<file path="src/rtl/dir_wreq_driver.sv">
// dir_wreq_driver
//
// Testbench-side source for the four directory write channels of the cache under test.
// Tagged write requests are pushed through a single port into an in-order FIFO. The head
// entry is presented on the one channel selected by its kind with a valid/ready handshake.
//
// Ports
//   clock, reset_n                 clock and asynchronous active-low reset
//   in_valid / in_ready            push handshake (in_ready = FIFO not full)
//   in_kind, in_set, in_way,       request fields; in_data is decoded per kind
//   in_data
//   hold                           suppresses issue; pushes are still accepted
//   io_dirWReq_*                   self directory write channel
//   io_tagWReq_*                   self tag write channel
//   io_clientDirWReq_*             client directory write channel
//   io_clientTagWreq_*             client tag write channel
//   count                          FIFO occupancy
//   issued                         completed transfers, wraps modulo 2^32

module dir_wreq_driver #(
    parameter int unsigned DEPTH = 8
) (
    input  logic                     clock,
    input  logic                     reset_n,

    input  logic                     in_valid,
    output logic                     in_ready,
    input  logic [1:0]               in_kind,
    input  logic [8:0]               in_set,
    input  logic [2:0]               in_way,
    input  logic [20:0]              in_data,
    input  logic                     hold,

    output logic                     io_dirWReq_valid,
    input  logic                     io_dirWReq_ready,
    output logic [8:0]               io_dirWReq_bits_set,
    output logic [2:0]               io_dirWReq_bits_way,
    output logic                     io_dirWReq_bits_data_dirty,
    output logic [1:0]               io_dirWReq_bits_data_state,
    output logic [1:0]               io_dirWReq_bits_data_clientStates_0,
    output logic [1:0]               io_dirWReq_bits_data_clientStates_1,
    output logic                     io_dirWReq_bits_data_prefetch,

    output logic                     io_tagWReq_valid,
    input  logic                     io_tagWReq_ready,
    output logic [8:0]               io_tagWReq_bits_set,
    output logic [2:0]               io_tagWReq_bits_way,
    output logic [18:0]              io_tagWReq_bits_tag,

    output logic                     io_clientDirWReq_valid,
    input  logic                     io_clientDirWReq_ready,
    output logic [6:0]               io_clientDirWReq_bits_set,
    output logic [2:0]               io_clientDirWReq_bits_way,
    output logic [1:0]               io_clientDirWReq_bits_data_0_state,
    output logic [1:0]               io_clientDirWReq_bits_data_0_alias,
    output logic [1:0]               io_clientDirWReq_bits_data_1_state,
    output logic [1:0]               io_clientDirWReq_bits_data_1_alias,

    output logic                     io_clientTagWreq_valid,
    input  logic                     io_clientTagWreq_ready,
    output logic [6:0]               io_clientTagWreq_bits_set,
    output logic [2:0]               io_clientTagWreq_bits_way,
    output logic [20:0]              io_clientTagWreq_bits_tag,

    output logic [$clog2(DEPTH):0]   count,
    output logic [31:0]              issued
);

    localparam int unsigned AW = $clog2(DEPTH);
    localparam int unsigned CW = AW + 1;

    typedef enum logic [1:0] {
        KindDir       = 2'd0,
        KindTag       = 2'd1,
        KindClientDir = 2'd2,
        KindClientTag = 2'd3
    } kind_e;

    typedef struct packed {
        logic [1:0]  kind;
        logic [8:0]  set;
        logic [2:0]  way;
        logic [20:0] data;
    } entry_t;

    entry_t          r_mem [DEPTH];
    logic [AW-1:0]   r_wr_ptr;
    logic [AW-1:0]   r_rd_ptr;
    logic [CW-1:0]   r_count;
    logic [31:0]     r_issued;

    logic            w_empty;
    logic            w_full;
    logic            w_push;
    logic            w_pop;
    entry_t          w_head;
    kind_e           w_head_kind;

    assign w_empty     = (r_count == '0);
    assign w_full      = (r_count == CW'(DEPTH));
    assign w_head      = r_mem[r_rd_ptr];
    assign w_head_kind = kind_e'(w_head.kind);

    // Push is gated on !full only, so a pop in the same cycle never frees a slot early.
    assign in_ready = !w_full;
    assign w_push   = in_valid && !w_full;

    // Only the selected channel can have valid high, so OR-ing the handshakes is exact.
    assign w_pop = (io_dirWReq_valid       && io_dirWReq_ready)       ||
                   (io_tagWReq_valid       && io_tagWReq_ready)       ||
                   (io_clientDirWReq_valid && io_clientDirWReq_ready) ||
                   (io_clientTagWreq_valid && io_clientTagWreq_ready);

    assign count  = r_count;
    assign issued = r_issued;

    // Storage carries no reset; an empty FIFO masks every entry from the outputs.
    always_ff @(posedge clock) begin
        if (w_push) begin
            r_mem[r_wr_ptr] <= entry_t'({in_kind, in_set, in_way, in_data});
        end
    end

    always_ff @(posedge clock or negedge reset_n) begin
        if (!reset_n) begin
            r_wr_ptr <= '0;
            r_rd_ptr <= '0;
            r_count  <= '0;
            r_issued <= '0;
        end else begin
            if (w_push) begin
                r_wr_ptr <= r_wr_ptr + AW'(1);
            end
            if (w_pop) begin
                r_rd_ptr <= r_rd_ptr + AW'(1);
                r_issued <= r_issued + 32'd1;
            end
            unique case ({w_push, w_pop})
                2'b10:   r_count <= r_count + CW'(1);
                2'b01:   r_count <= r_count - CW'(1);
                default: r_count <= r_count;
            endcase
        end
    end

    // Channel drive: fields follow the head, valid additionally gated by hold.
    always_comb begin
        io_dirWReq_valid                    = 1'b0;
        io_dirWReq_bits_set                 = '0;
        io_dirWReq_bits_way                 = '0;
        io_dirWReq_bits_data_dirty          = 1'b0;
        io_dirWReq_bits_data_state          = '0;
        io_dirWReq_bits_data_clientStates_0 = '0;
        io_dirWReq_bits_data_clientStates_1 = '0;
        io_dirWReq_bits_data_prefetch       = 1'b0;

        io_tagWReq_valid                    = 1'b0;
        io_tagWReq_bits_set                 = '0;
        io_tagWReq_bits_way                 = '0;
        io_tagWReq_bits_tag                 = '0;

        io_clientDirWReq_valid              = 1'b0;
        io_clientDirWReq_bits_set           = '0;
        io_clientDirWReq_bits_way           = '0;
        io_clientDirWReq_bits_data_0_state  = '0;
        io_clientDirWReq_bits_data_0_alias  = '0;
        io_clientDirWReq_bits_data_1_state  = '0;
        io_clientDirWReq_bits_data_1_alias  = '0;

        io_clientTagWreq_valid              = 1'b0;
        io_clientTagWreq_bits_set           = '0;
        io_clientTagWreq_bits_way           = '0;
        io_clientTagWreq_bits_tag           = '0;

        if (!w_empty) begin
            unique case (w_head_kind)
                KindDir: begin
                    io_dirWReq_valid                    = !hold;
                    io_dirWReq_bits_set                 = w_head.set;
                    io_dirWReq_bits_way                 = w_head.way;
                    io_dirWReq_bits_data_dirty          = w_head.data[0];
                    io_dirWReq_bits_data_state          = w_head.data[2:1];
                    io_dirWReq_bits_data_clientStates_0 = w_head.data[4:3];
                    io_dirWReq_bits_data_clientStates_1 = w_head.data[6:5];
                    io_dirWReq_bits_data_prefetch       = w_head.data[7];
                end
                KindTag: begin
                    io_tagWReq_valid    = !hold;
                    io_tagWReq_bits_set = w_head.set;
                    io_tagWReq_bits_way = w_head.way;
                    io_tagWReq_bits_tag = w_head.data[18:0];
                end
                KindClientDir: begin
                    io_clientDirWReq_valid             = !hold;
                    io_clientDirWReq_bits_set          = w_head.set[6:0];
                    io_clientDirWReq_bits_way          = w_head.way;
                    io_clientDirWReq_bits_data_0_state = w_head.data[1:0];
                    io_clientDirWReq_bits_data_0_alias = w_head.data[3:2];
                    io_clientDirWReq_bits_data_1_state = w_head.data[5:4];
                    io_clientDirWReq_bits_data_1_alias = w_head.data[7:6];
                end
                KindClientTag: begin
                    io_clientTagWreq_valid    = !hold;
                    io_clientTagWreq_bits_set = w_head.set[6:0];
                    io_clientTagWreq_bits_way = w_head.way;
                    io_clientTagWreq_bits_tag = w_head.data;
                end
                default: ;
            endcase
        end
    end

endmodule
</file>
<file path="config.mk">
export PLATFORM = sky130hd
export DESIGN_NAME = dir_wreq_driver
export DESIGN_NICKNAME = d
export VERILOG_FILES = /design/src/rtl/dir_wreq_driver.sv
export SDC_FILE = /design/constraint.sdc
export NUM_CORES = 1
export LEC_CHECK = 0
export ABC_CLOCK_PERIOD_IN_PS = 6900
export CAP_MARGIN = 30
export CORE_MARGIN = 2
export CORE_UTILIZATION = 55
export CTS_BUF_LIST = sky130_fd_sc_hd__clkbuf_2 sky130_fd_sc_hd__clkbuf_4 sky130_fd_sc_hd__clkbuf_8
export DETAILED_ROUTE_END_ITERATION = 10
export MAX_ROUTING_LAYER = met4
export PLACE_DENSITY = 0.8
export SYNTH_ARGS = -nofsm -noshare
export SYNTH_HDL_FRONTEND = slang
export SYNTH_SLANG_ARGS = --single-unit
</file>
<file path="constraint.sdc">
create_clock -name clock -period 6.9 [get_ports clock]
set_input_delay 1.38 -clock clock [delete_from_list [all_inputs] [get_ports clock]]
set_output_delay 1.38 -clock clock [all_outputs]
set_load 0.02 [all_outputs]
</file>
==> results.sh <==
export IMPL_status="finished, final reports clean"
export IMPL_synth_main_ff_cell="edfxtp_1"
export IMPL_crit_type="reg2out"
export IMPL_grt_start_max_net_pins=43
export IMPL_setup_tns_final_ns=0
export IMPL_cp_num_buf_inv=2
export IMPL_p_sw_share_pct=37.5
export IMPL_rsz0062_at_grt="no"
export IMPL_final_layout_size_suffix_gt1_share_pct=23.2
export IMPL_synth_edf_count=280
export IMPL_drt_iter0_markers=813
export IMPL_antenna_found_initial=0
export IMPL_critPathSlowestCell="or3_1"
export IMPL_powerDensity_nw_per_um2=460
export IMPL_synth_largest_area_cell="edfxtp_1"
export IMPL_layout_commonest_cell="edfxtp_1"
export IMPL_drv_cap=0
export IMPL_ctsHoldBuffers=0
export IMPL_area_growth_syn_to_layout_pct=23.9
export IMPL_synthArstFlopShare_pct=13.0
export IMPL_critical_path_max_stage_delay_ns=0.93
export IMPL_clkPwrFrac_pct=19.5
export IMPL_hold_viol_final=0
export IMPL_p_int_uw=4780
export IMPL_netlist_top_cells_area="edfxtp_1, mux4_2, dfrtp_1, nor2_1, mux2_2"
export IMPL_ir_drop_uv=343
export IMPL_grt_usage_pct=23.9
export IMPL_worstSetupEndpointType="output port"
export IMPL_wl_met2_mm=14.7
export IMPL_num_io_pins=184
export IMPL_post_route_util_pct=68.9
export IMPL_route_detailed_drc=0
export IMPL_arrival_ns=4.23
export IMPL_setup_viol=0
export IMPL_synth_top_cell_area_share_pct=62.6
export IMPL_slew_headroom_pct=27.7
export IMPL_row_count=57
export IMPL_syn_area_per_cell_um2=17.5
export IMPL_finalCritPeriodShare_pct=81.4
export IMPL_fmax_mhz=178
export IMPL_syn_area_um2=13400
export IMPL_io_buffers=183
export IMPL_fin_cells=1346
export IMPL_antenna_left=0
export IMPL_post_route_min_period_ns=5.61
export IMPL_hpwl_mm=17.8
export IMPL_layout_common_cells="edfxtp_1, clkdlybuf4s50_1, nor2_1, mux4_2, clkbuf_8"
export IMPL_first_pass_iters=5
export IMPL_initial_utilization_pct=55.6
export IMPL_setup_worst_path_start_class="flip-flop"
export IMPL_hold_path_class="reg2reg"
export IMPL_die_w_um=160
export IMPL_cts_resized=0
export IMPL_htree_num_levels=2
export IMPL_power_frac_comb_pct=45.9
export IMPL_crit_required_ns=5.52
export IMPL_dr_wl_met3_mm=2.11
export IMPL_synth_nets=819
export IMPL_drt_vias_per_instance=5.67
export IMPL_cp_cell_sequence="mux4_2 > mux2i_1 > or3_1 > buf_4 > nor2_1 > clkdlybuf4s50_1"
export IMPL_ys_warn_count=0
export IMPL_top_layer="met4"
export IMPL_clockRootBuffer="clkbuf_8"
export IMPL_finalPower_uw=7650
export IMPL_grt_pass1_vias=7913
export IMPL_avgRoutedWirePerCell_um=21.8
export IMPL_synth_seq_cells=322
export IMPL_syn_inst=769
export IMPL_met1_length_mm=11.6
export IMPL_crit_family="multiplexers"
export IMPL_power_leakage_uw=0.00580
export IMPL_worst_slew_pin_slew_ns=1.09
export IMPL_die_area_um2=25700
export IMPL_wl_mm=29.3
export IMPL_cts_num_sinks=322
export IMPL_final_max_slew_viol_count=0
export IMPL_finalClockSkew_ns=0.0210
export IMPL_core_area_um2=24200
export IMPL_gr_total_overflow=0
export IMPL_clock_path_buffers=3
export IMPL_p_sw_uw=2870
export IMPL_cts_tree="done"
export IMPL_cts_made_buffers=51
export IMPL_vias=7637
export IMPL_routabilityCongestion=0.786
export IMPL_yosysSeqAreaShare_pct=70.4
export IMPL_pwr_share_seq_pct=34.6
export IMPL_dp_cells=1252
export IMPL_grt_pass1_wl_mm=45.5
export IMPL_fin_nets=1032
export IMPL_insertion_delay_ns=0.55
export IMPL_crit_fanout=21
export IMPL_antenna_diode_count=0
export IMPL_fp_dieH_um=160
export IMPL_synthDistinctLibCells=43
export IMPL_post_cts_buffers=0
export IMPL_clkTransAtPathRegs_ns=0.06
area by class of cell:
type	count	area (um2)
repair buffers	204	2000
multi-input cells	397	3800
fillers	1568	7530
inverters	6	22.5
well taps	324	405
flip-flops and latches	322	9470
clock buffers	64	800
clock inverters	29	163
cell families (layout without fill, tap and decap cells):
family / count (synthesis) / count (layout) / synth area share [%]
xor gates and xnor gates: 39 / 39 / 2.54
AOI/OAI and AO/OA: 5 / 5 / 0.289
muxes: 113 / 113 / 15.2
adders and majority gates: 7 / 7 / 0.708
DFF: 322 / 322 / 70.4
buffers and inverters: 50 / 303 / 1.70
and+or+nand+nor: 233 / 233 / 9.20
per-layer routing:
metal | vias up | track usage, %
met4 | 0 | 8.11
met3 | 53 | 4.08
li1 | 3388 | -
met5 | - | -
met1 | 3851 | 31.7
met2 | 345 | 38.3
flip-flops by register name, summed over array words and instances (netlist names):
name	flops
r_rd_ptr	3
issued	32
r_wr_ptr	3
count	4
r_mem	280
through the flow:
stage	hold slack, ns	worst slack (ns)	instance area, um2
after global placement	0.471	1.88	15700
final	0.486	1.29	16600
after floorplan	0.525	1.49	13400
after detailed placement	0.480	1.84	15700
after CTS	0.487	1.26	16600
after global routing	0.500	1.12	16600
power by group through the flow:
stage | clock (uW) | combinational [uW] | sequential, uW
3_3_place_gp | 0 | 3480 | 2670
6_report | 1490 | 3510 | 2650
5_1_grt | 1620 | 3720 | 2680
3_5_place_dp | 0 | 3530 | 2690
4_1_cts | 1530 | 3550 | 2650
2_1_floorplan | 0 | 2210 | 2610
cell usage after synthesis (2+ instances only):
cell and number:
nor2_1 107, buf_1 9, xor2_1 34, mux2i_1 8, nor4_1 2, clkbuf_1 19
and4_1 5, buf_6 3, edfxtp_1 280, buf_2 12, mux2_4 2, mux2_2 35
nand2b_1 5, nor3b_1 5, nor4b_2 2, ha_1 6, xnor2_1 5, and3_1 5
inv_1 6, nor3_1 11, mux4_2 68, nand2_1 48, nand4_1 2, nor4_2 17
nand3_1 13, nor4b_4 2, dfrtp_1 42
worst paths after layout:
kind                              from                       endpoint  slack (ns)  cells past startpoint
max in group asynchronous      reset_n                    r_rd_ptr[0]        5.84                      2
hold reg to reg             issued[31]                     issued[31]        0.49                      1
hold / removal              issued[31]                     issued[31]        0.49                      1
min in group asynchronous      reset_n                     issued[23]        0.62                      1
setup reg to reg           r_rd_ptr[1]                       count[3]        2.62                     14
setup / recovery           r_rd_ptr[0]  io_clientTagWreq_bits_tag[18]        1.29                      6
(Power assumes the default switching activity.)
